==> config.mk <==
export PLATFORM = sky130hd
export DESIGN_NAME = sprite_renderer
export DESIGN_NICKNAME = d
export VERILOG_FILES = /design/src/rtl/sprite_renderer.sv
export SDC_FILE = /design/constraint.sdc
export NUM_CORES = 2
export LEC_CHECK = 0
export BUFFER_PORTS_ARGS = -buffer_cell sky130_fd_sc_hd__buf_2
export CORE_MARGIN = 2
export CORE_UTILIZATION = 60
export DETAILED_ROUTE_END_ITERATION = 10
export PLACE_DENSITY_LB_ADDON = 0.1
export SETUP_SLACK_MARGIN = 0.15
export SKIP_LAST_GASP = 1
export SLEW_MARGIN = 40
export SYNTH_ARGS = -nofsm -noshare
export SYNTH_HDL_FRONTEND = slang
export SYNTH_SLANG_ARGS = --single-unit
==> constraint.sdc <==
create_clock -name clk -period 7.6 [get_ports clk]
set_clock_uncertainty 0.1 [all_clocks]
set_input_delay 1.14 -clock clk [delete_from_list [all_inputs] [get_ports clk]]
set_output_delay 1.14 -clock clk [all_outputs]
set_load 0.01 [all_outputs]
==> src/rtl/sprite_renderer.sv <==
// Pipelined sprite pixel generator: raster coordinate in, sprite texel colour or background out,
// two clocks later. Loadable 2-bit bitmap with animation frames, 4-entry palette, mirror and hit flash.
module sprite_renderer #(
   parameter int          SPR_W       = 16,
   parameter int          SPR_H       = 20,
   parameter int          SCALE       = 6,
   parameter int          FRAMES      = 2,
   parameter int          FRAME_HOLD  = 15,
   parameter int          FLASH_LEN   = 32,
   parameter logic [23:0] BG_COLOR    = 24'hFFFFFF,
   parameter logic [23:0] FLASH_COLOR = 24'hFF0000,
   localparam int         ADDR_W      = $clog2(FRAMES*SPR_W*SPR_H),
   localparam int         FW          = (FRAMES > 1) ? $clog2(FRAMES) : 1
) (
   input  logic              clk,
   input  logic              rst,
   input  logic [9:0]        x,
   input  logic [8:0]        y,
   input  logic [9:0]        x0,
   input  logic [8:0]        y0,
   input  logic              chosen,
   input  logic              hflip,
   input  logic              anim_en,
   input  logic              vsync_tick,
   input  logic              flash_start,
   input  logic              bm_we,
   input  logic [ADDR_W-1:0] bm_addr,
   input  logic [1:0]        bm_data,
   input  logic              pal_we,
   input  logic [1:0]        pal_idx,
   input  logic [23:0]       pal_data,
   output logic [7:0]        r,
   output logic [7:0]        g,
   output logic [7:0]        b,
   output logic              opaque,
   output logic [FW-1:0]     frame_idx
);

   localparam int DEPTH = FRAMES*SPR_W*SPR_H;
   localparam int HW    = (FRAME_HOLD > 1) ? $clog2(FRAME_HOLD) : 1;
   localparam int CW    = ($clog2(FLASH_LEN+1) > 3) ? $clog2(FLASH_LEN+1) : 3;

   logic [1:0]        bitmap [DEPTH];
   logic [23:0]       pal [4];
   logic [HW-1:0]     hold_cnt;
   logic [CW-1:0]     flash_cnt;
   logic              flash_on;

   logic [10:0]       xe, xlo, xhi;
   logic [9:0]        ye, ylo, yhi;
   logic              in_box;
   logic [9:0]        dx, tx_raw, tx;
   logic [8:0]        dy, ty;
   logic [ADDR_W-1:0] rd_addr;

   // v1 qualifies idx1: the texel read this cycle belongs to an enabled sprite box.
   // The pipeline has no back-pressure; every stage advances on every clock.
   logic              v1;
   logic [1:0]        idx1;

   always_comb begin
      xe     = {1'b0, x};
      xlo    = {1'b0, x0};
      xhi    = xlo + 11'(SPR_W*SCALE);
      ye     = {1'b0, y};
      ylo    = {1'b0, y0};
      yhi    = ylo + 10'(SPR_H*SCALE);
      in_box = (xe > xlo) && (xe <= xhi) && (ye > ylo) && (ye <= yhi);
      dx     = x - x0 - 10'd1;
      dy     = y - y0 - 9'd1;
      tx_raw = dx / 10'(SCALE);
      ty     = dy / 9'(SCALE);
      tx     = hflip ? (10'(SPR_W-1) - tx_raw) : tx_raw;
      rd_addr = '0;
      // Outside the box the divided offsets are meaningless, so park the read on address 0.
      if (in_box)
         rd_addr = ADDR_W'(32'(frame_idx)*SPR_W*SPR_H + 32'(ty)*SPR_W + 32'(tx));
   end

   assign flash_on = (flash_cnt != '0) & flash_cnt[2];

   // Bitmap RAM: read-before-write, so a same-address write is seen one read later.
   always_ff @(posedge clk) begin
      if (bm_we && (32'(bm_addr) < DEPTH))
         bitmap[bm_addr] <= bm_data;
      idx1 <= bitmap[rd_addr];
   end

   always_ff @(posedge clk) begin
      if (!rst) begin
         {r, g, b} <= BG_COLOR;
         opaque    <= 1'b0;
         frame_idx <= '0;
         hold_cnt  <= '0;
         flash_cnt <= '0;
         v1        <= 1'b0;
         pal[0]    <= BG_COLOR;
         pal[1]    <= 24'h0F0F0F;
         pal[2]    <= 24'h404040;
         pal[3]    <= 24'h006600;
      end else begin
         v1 <= in_box & chosen;

         if (pal_we)
            pal[pal_idx] <= pal_data;

         if (vsync_tick && anim_en) begin
            if (hold_cnt == HW'(FRAME_HOLD-1)) begin
               hold_cnt  <= '0;
               frame_idx <= (frame_idx == FW'(FRAMES-1)) ? '0 : frame_idx + 1'b1;
            end else begin
               hold_cnt <= hold_cnt + 1'b1;
            end
         end

         if (flash_start)
            flash_cnt <= CW'(FLASH_LEN);
         else if (vsync_tick && (flash_cnt != '0))
            flash_cnt <= flash_cnt - 1'b1;

         if (!v1 || (idx1 == 2'd0)) begin
            {r, g, b} <= BG_COLOR;
            opaque    <= 1'b0;
         end else begin
            {r, g, b} <= flash_on ? FLASH_COLOR : pal[idx1];
            opaque    <= 1'b1;
         end
      end
   end

endmodule

; Word level (Yosys, flattened, before mapping)
; Memory sizes are Yosys's and may differ from the RTL's. A register that Yosys moved wholly into a read port is not among the register bits.
; Cells that the tools add are included.
[classes]
n_addsub = 12
mul = 1
div = 2
n_lt_le_gt_ge = 5
eq_ne = 1
n_mux = 17
bitwise = 3
n_reduce_logical = 16
[ops]
columns = cell, n
row1 = 24-bit two-way mux, 1
row2 = 24-bit OR reduction, 1
row3 = 10-bit adder, 2
row4 = 10-bit two-way mux, 2
row5 = 16-bit two-way mux, 1
row6 = 6-bit two-way mux, 2
row7 = "10-bit by 7-bit adder with 11-bit output, second input constant", 1
row8 = 10-bit by 11-bit less-or-equal comparator with 1-bit output, 1
row9 = "9-bit by 7-bit adder with 10-bit output, second input constant", 1
row10 = "10-bit by 3-bit divider with 10-bit output, second input constant", 1
row11 = 10-bit > comparator, 1
row12 = 9-bit by 10-bit less-or-equal comparator with 1-bit output, 1
row13 = "10-bit less-than comparator, second input constant", 1
row14 = "10-bit by 1-bit subtractor with 10-bit output, second input constant", 1
row15 = 10-bit subtractor, 1
row16 = "4-bit by 10-bit subtractor with 10-bit output, first input constant", 1
row17 = "9-bit by 3-bit divider with 9-bit output, second input constant", 1
row18 = 9-bit > comparator, 1
row19 = 1-bit two-way mux, 9
row20 = "9-bit by 1-bit subtractor with 9-bit output, second input constant", 1
row21 = 9-bit subtractor, 1
row22 = 1-bit logical AND, 6
row23 = 6-bit nonzero test, 1
row24 = "6-bit by 1-bit subtractor with 6-bit output, second input constant", 1
row25 = 15 further kinds, 17
[totals]
register_bits = 37
ramBits = 1376
in_bits = 85
out_inout_bits = 26
elab_cells = 68
memories = 2
[mem_list]
columns = name, words, width, rd, rd_ports_with_merged_regs, write_ports, line
row1 = bitmap, 640, 2, 1, 1, 1, 43  ; logic [1:0] bitmap [DEPTH];
row2 = pal, 4, 24, 1, 0, 4, 44  ; logic [23:0] pal [4];

; Depth between registers and ports, before layout
[logic_depth]
word_depth = 7
depth_mapped = 34
depth_no_buf = 34

; Least setup slack after synthesis
; Ideal clock, no wire load.
[synth_path]
path_type = input-to-reg
from = input port x0[0]
to = register idx1[0] (read register of bitmap)
setup_ns = 0.126
arrival_time_ns = 6.162
required_ns = 7.374
setup_slack_ns = 1.212
stages = 25
n_path_buf = 4
cell_sequence = inv_1 > ha_1 > inv_1 > fa_1 > nand2b_1 > a21oi_2 > xor2_1 > clkbuf_1 > a211oi_1 > a2111oi_0 > o21bai_1 > and3_1 > a31oi_1 > mux2_2 > nor3_1 > buf_2 > buf_2 > clkbuf_1 > nand3_1 > a311oi_1 > nor3_1 > nor4_1 > a211oi_1 > nor4_1 > a31oi_1
[synth_via]
elab_chain_cells = 7
word_cells_on_any_way = 13
classes_between = add/sub: 5 / div: 1 / order compare: 2 / mux: 2 / reduce/logical: 3
[synth_lines]
columns = element, line
row1 = from (decl), 19  ; input logic [9:0] x0,
row2 = 10-bit subtractor, 69  ; dx = x - x0 - 10'd1;
row3 = 10-bit by 1-bit subtractor with 10-bit output, 69
row4 = 10-bit by 3-bit divider with 10-bit output, 71  ; tx_raw = dx / 10'(SCALE);
row5 = 4-bit by 10-bit subtractor with 10-bit output, 73  ; tx = hflip ? (10'(SPR_W-1) - tx_raw) : tx_raw;
row6 = 10-bit two-way mux, 73
row7 = 10-bit adder, 77  ; rd_addr = ADDR_W'(32'(frame_idx)*SPR_W*SPR_H + 32'(ty)*SPR_W + 32'(tx));
row8 = 10-bit two-way mux (*), 76  ; if (in_box)
row9 = to (decl), 59  ; logic [1:0] idx1;
; Every way passes the cells marked *; elsewhere a longest branch is shown, timed or not.
; A chain may end at the register's enable or synchronous reset.

; Worst setup path in the final report
[layout_path]
from = input port x[3]
to = register idx1[0] (read register of bitmap)
[layout_via]
elab_chain_cells = 7
word_cells_on_any_way = 12
classes_between = add/sub: 4 / div: 1 / order compare: 2 / mux: 2 / reduce/logical: 3
[layout_lines]
columns = element, line
row1 = from (decl), 17  ; input logic [9:0] x,
row2 = 10-bit subtractor, 69
row3 = 10-bit by 1-bit subtractor with 10-bit output, 69
row4 = 10-bit by 3-bit divider with 10-bit output, 71
row5 = 4-bit by 10-bit subtractor with 10-bit output, 73
row6 = 10-bit two-way mux, 73
row7 = 10-bit adder, 77
row8 = 10-bit two-way mux (*), 76
; Marked as above.

==> results.yml <==
setup_path:
  r2r_setup_slack_ns: 3.85
  worst_path_largest_cell_delay_ns: 0.53
  rr_startpoint: "frame_idx"
  crit_end: "idx1[0]"
  crit_start: "x[3]"
  slowest_stage: "a2111o_1"
  worst-path-max-fanout: 30
  worstReg2RegEnd: "idx1[0]"
  start_kind: "input pin"
  rr_worst_depth: 12
  crit_type: "in2reg"
  worstPathArrival_ns: 7.64
  worstPathRequired_ns: 8.18
  endpoint_kind: "flip-flop"
floorplan:
  placeableCoreArea_um2: 103500
  die_w_um: 327.0
  initial_utilization_pct: 60.50
  rows: 118
  die_h_um: 327.0
  die_area_um2: 107000
  boundaryPins: 111
global_route:
  grt_pass1_vias: 42480
  met3_usage_pct: 6.703
  gr-usage-met2_pct: 52.69
  grtUsageTotal_pct: 33.24
  grt_max_degree: 220
  grt_pass1_wl_um: 263800
  antenna_found_initial: 10
  overflow: 0
  grtUsageMet1_pct: 45.59
  grt_busiest_layer: "met2"
route:
  drc: 0
  first_pass_iters: 6
  wirelength_um: 178900
  wl_per_cell_um: 26.24
  routed_via_density: 6.446
  detail-route-antenna-nets: 0
  drt_iter0_markers: 5587
  vias: 43960
clock_network:
  cts_sinks: 1415
  hold_buffers: 0
  ctsResizeCount: 0
  max-clock-path-buffers: 3
  cts-root-buf: "clkbuf_16"
  cts_tree: "done"
  cts_buffers: 141
  clk_latency_ns: 0.77
  clk_pin_slew_ns: 0.06
  cts_setup_buffers: 0
  htreeDepth: 4
placement:
  placed_cells: 6556
  placed_area_um2: 66030
  port-buffer-count: 110
  detailed_place_hpwl_um: 108100
  routabilityCongestion: 0.9026
  place_worst_setup_slack_ns: -0.1682
timing:
  slew_headroom_pct: 38.61
  hold_slack_ns: 0.4150
  maxSlewViolCount: 0
  min_period_ns: 7.061
  fin_tns_setup_ns: 0
  setup_slack_ns: 0.5387
  fmax_ghz: 0.1416
  tightest_slew_ns: 0.9177
  hold_viol: 0
  fin_crit_sh_pct: 92.91
  rsz0062_at_grt: "false"
  setup_violations: 0
synth:
  syn_area_um2: 62620
  synth_seq_area_share_pct: 67.24
  synthArstFlopShare_pct: 0
  synth_top_cell_by_area: "edfxtp_1"
  ys_warn_count: 0
  synthTopCellsByCount: "edfxtp_1, nand2_1, nor2_1"
  yosysMostFrequentCell: "edfxtp_1"
  synth.distinct_cells: 92
  syn_nets: 5316
  syn_inst: 5182
  synth_ff_type: "edfxtp_1"
  netlist_top_cells_area: "edfxtp_1, nand2_1, nor2_1"
  ys_ff_latch: 1415
  syn_avg_cell_area_um2: 12.08
  synth_top_area_share_pct: 65.99
  synth_edf_count: 1376
layout:
  ff_latch_area_um2: 42100
  multi_input_area_um2: 18690
  area_delta_synth_final_pct: 12.88
  instances_no_fill: 6820
  final_layout_size_suffix_gt1_share_pct: 13.28
  design_area_um2: 70680
  num-nets-final: 5457
  nFillCells: 7504
run:
  max_cap_viol_count: 0
run_status:
  run_status: "finished clean"
power:
  p_leak_uw: 0.02423
  cellPowerDensity_nw_per_um2: 264.9
  intPower_uw: 13690
  p_seq_share_pct: 46.3
  p_sw_share_pct: 26.88
  combinationalPowerShare_pct: 17.0
  switchingPower_uw: 5033
  pwr-share-clk_pct: 36.7
  ir_drop_uv: 209.1
min_path:
  hp-class: "reg2reg"
==> registers in the layout, indices dropped and copies added (netlist names) <==
| signal | cells |
|---|---|
| bitmap | 1280 |
| pal | 96 |
| b | 8 |
| g | 8 |
| r | 8 |
| flash_cnt | 6 |
| hold_cnt | 4 |
| idx1 | 2 |
| frame_idx | 1 |
| opaque | 1 |
| v1 | 1 |
==> metrics by stage <==
step | utilization [%] | power (uW)
floorplan | - | 10620
global placement | 63.66 | 11890
detailed placement | 63.80 | 11920
CTS | 68.18 | 18690
global route | 68.28 | 19250
finish | 68.29 | 18720
==> area by class of cell <==
| class | instances | area share [%] |
|---|---|---|
| flip-flops and latches | 1415 | 59.57 |
| multi-input cells | 3286 | 26.44 |
| clock buffers | 178 | 5.337 |
| repair buffers | 398 | 4.695 |
| well taps | 1380 | 2.443 |
| clock inverters | 78 | 1.071 |
| inverters | 81 | 0.4302 |
| diodes | 4 | 0.01416 |
==> power by group through the flow <==
stage                     Combinational [uW]  Sequential [uW]  Clock (uW)
after floorplan                         1830             8780           0
after global placement                  3070             8830           0
after detailed placement                3090             8830           0
after CTS                               3110             8660        6910
after global routing                    3380             8660        7200
final                                   3190             8660        6880
==> how the worst min path moves through the flow <==
stage                              end         start  slack (ns)  depth (start not counted)
after floorplan           flash_cnt[1]  flash_cnt[1]        0.39                          2
after global placement    flash_cnt[1]  flash_cnt[1]        0.40                          2
after detailed placement  flash_cnt[1]  flash_cnt[1]        0.41                          2
after CTS                 flash_cnt[1]  flash_cnt[1]        0.41                          2
after global routing      flash_cnt[1]  flash_cnt[1]        0.44                          2
final                     flash_cnt[1]  flash_cnt[1]        0.42                          2
==> layout by cell type, fill, tap and decap left out, types with 45 or more instances in the layout <==
cell type  count
edfxtp_1    1376
o21ai_0       93
a21oi_1      118
a31oi_1       82
inv_1         81
nand3_1      321
nand2_1      918
a211oi_1      95
buf_2        108
clkbuf_16    145
nor3_1        45
o221ai_1      58
nor2_1       705
mux2i_1      102
nand2b_1      52
mux4_2        47
a311oi_1      59
o22ai_1       47
and3_1        57
buf_4        243
and2_1        52
==> kinds of logic after synthesis <==
group / count (synthesis) / share of synthesized area [%]
AND/OR/NAND/NOR: 2268 / 15.42
flip-flops: 1415 / 67.24
AO/OA/AOI/OAI: 764 / 8.716
buffers and inverters: 481 / 3.367
multiplexers: 155 / 3.465
adder cells (fa/ha/maj): 52 / 1.087
XOR/XNOR: 47 / 0.7114
==> metal layers <==
metal  part of all wire, %  up-vias
met3                    11      439
li1                      -    19360
met2                    47     2513
met5                 0.026        -
met4                   4.2        8
met1                    38    21640
==> critical path: cells and delay by family <==
kind	cells	cell delay [ns]
simple gates	4	0.64
buf+inv	6	1.32
fa+ha+maj	1	0.32
compound gates	15	4.12
(Power assumes the default switching activity.)
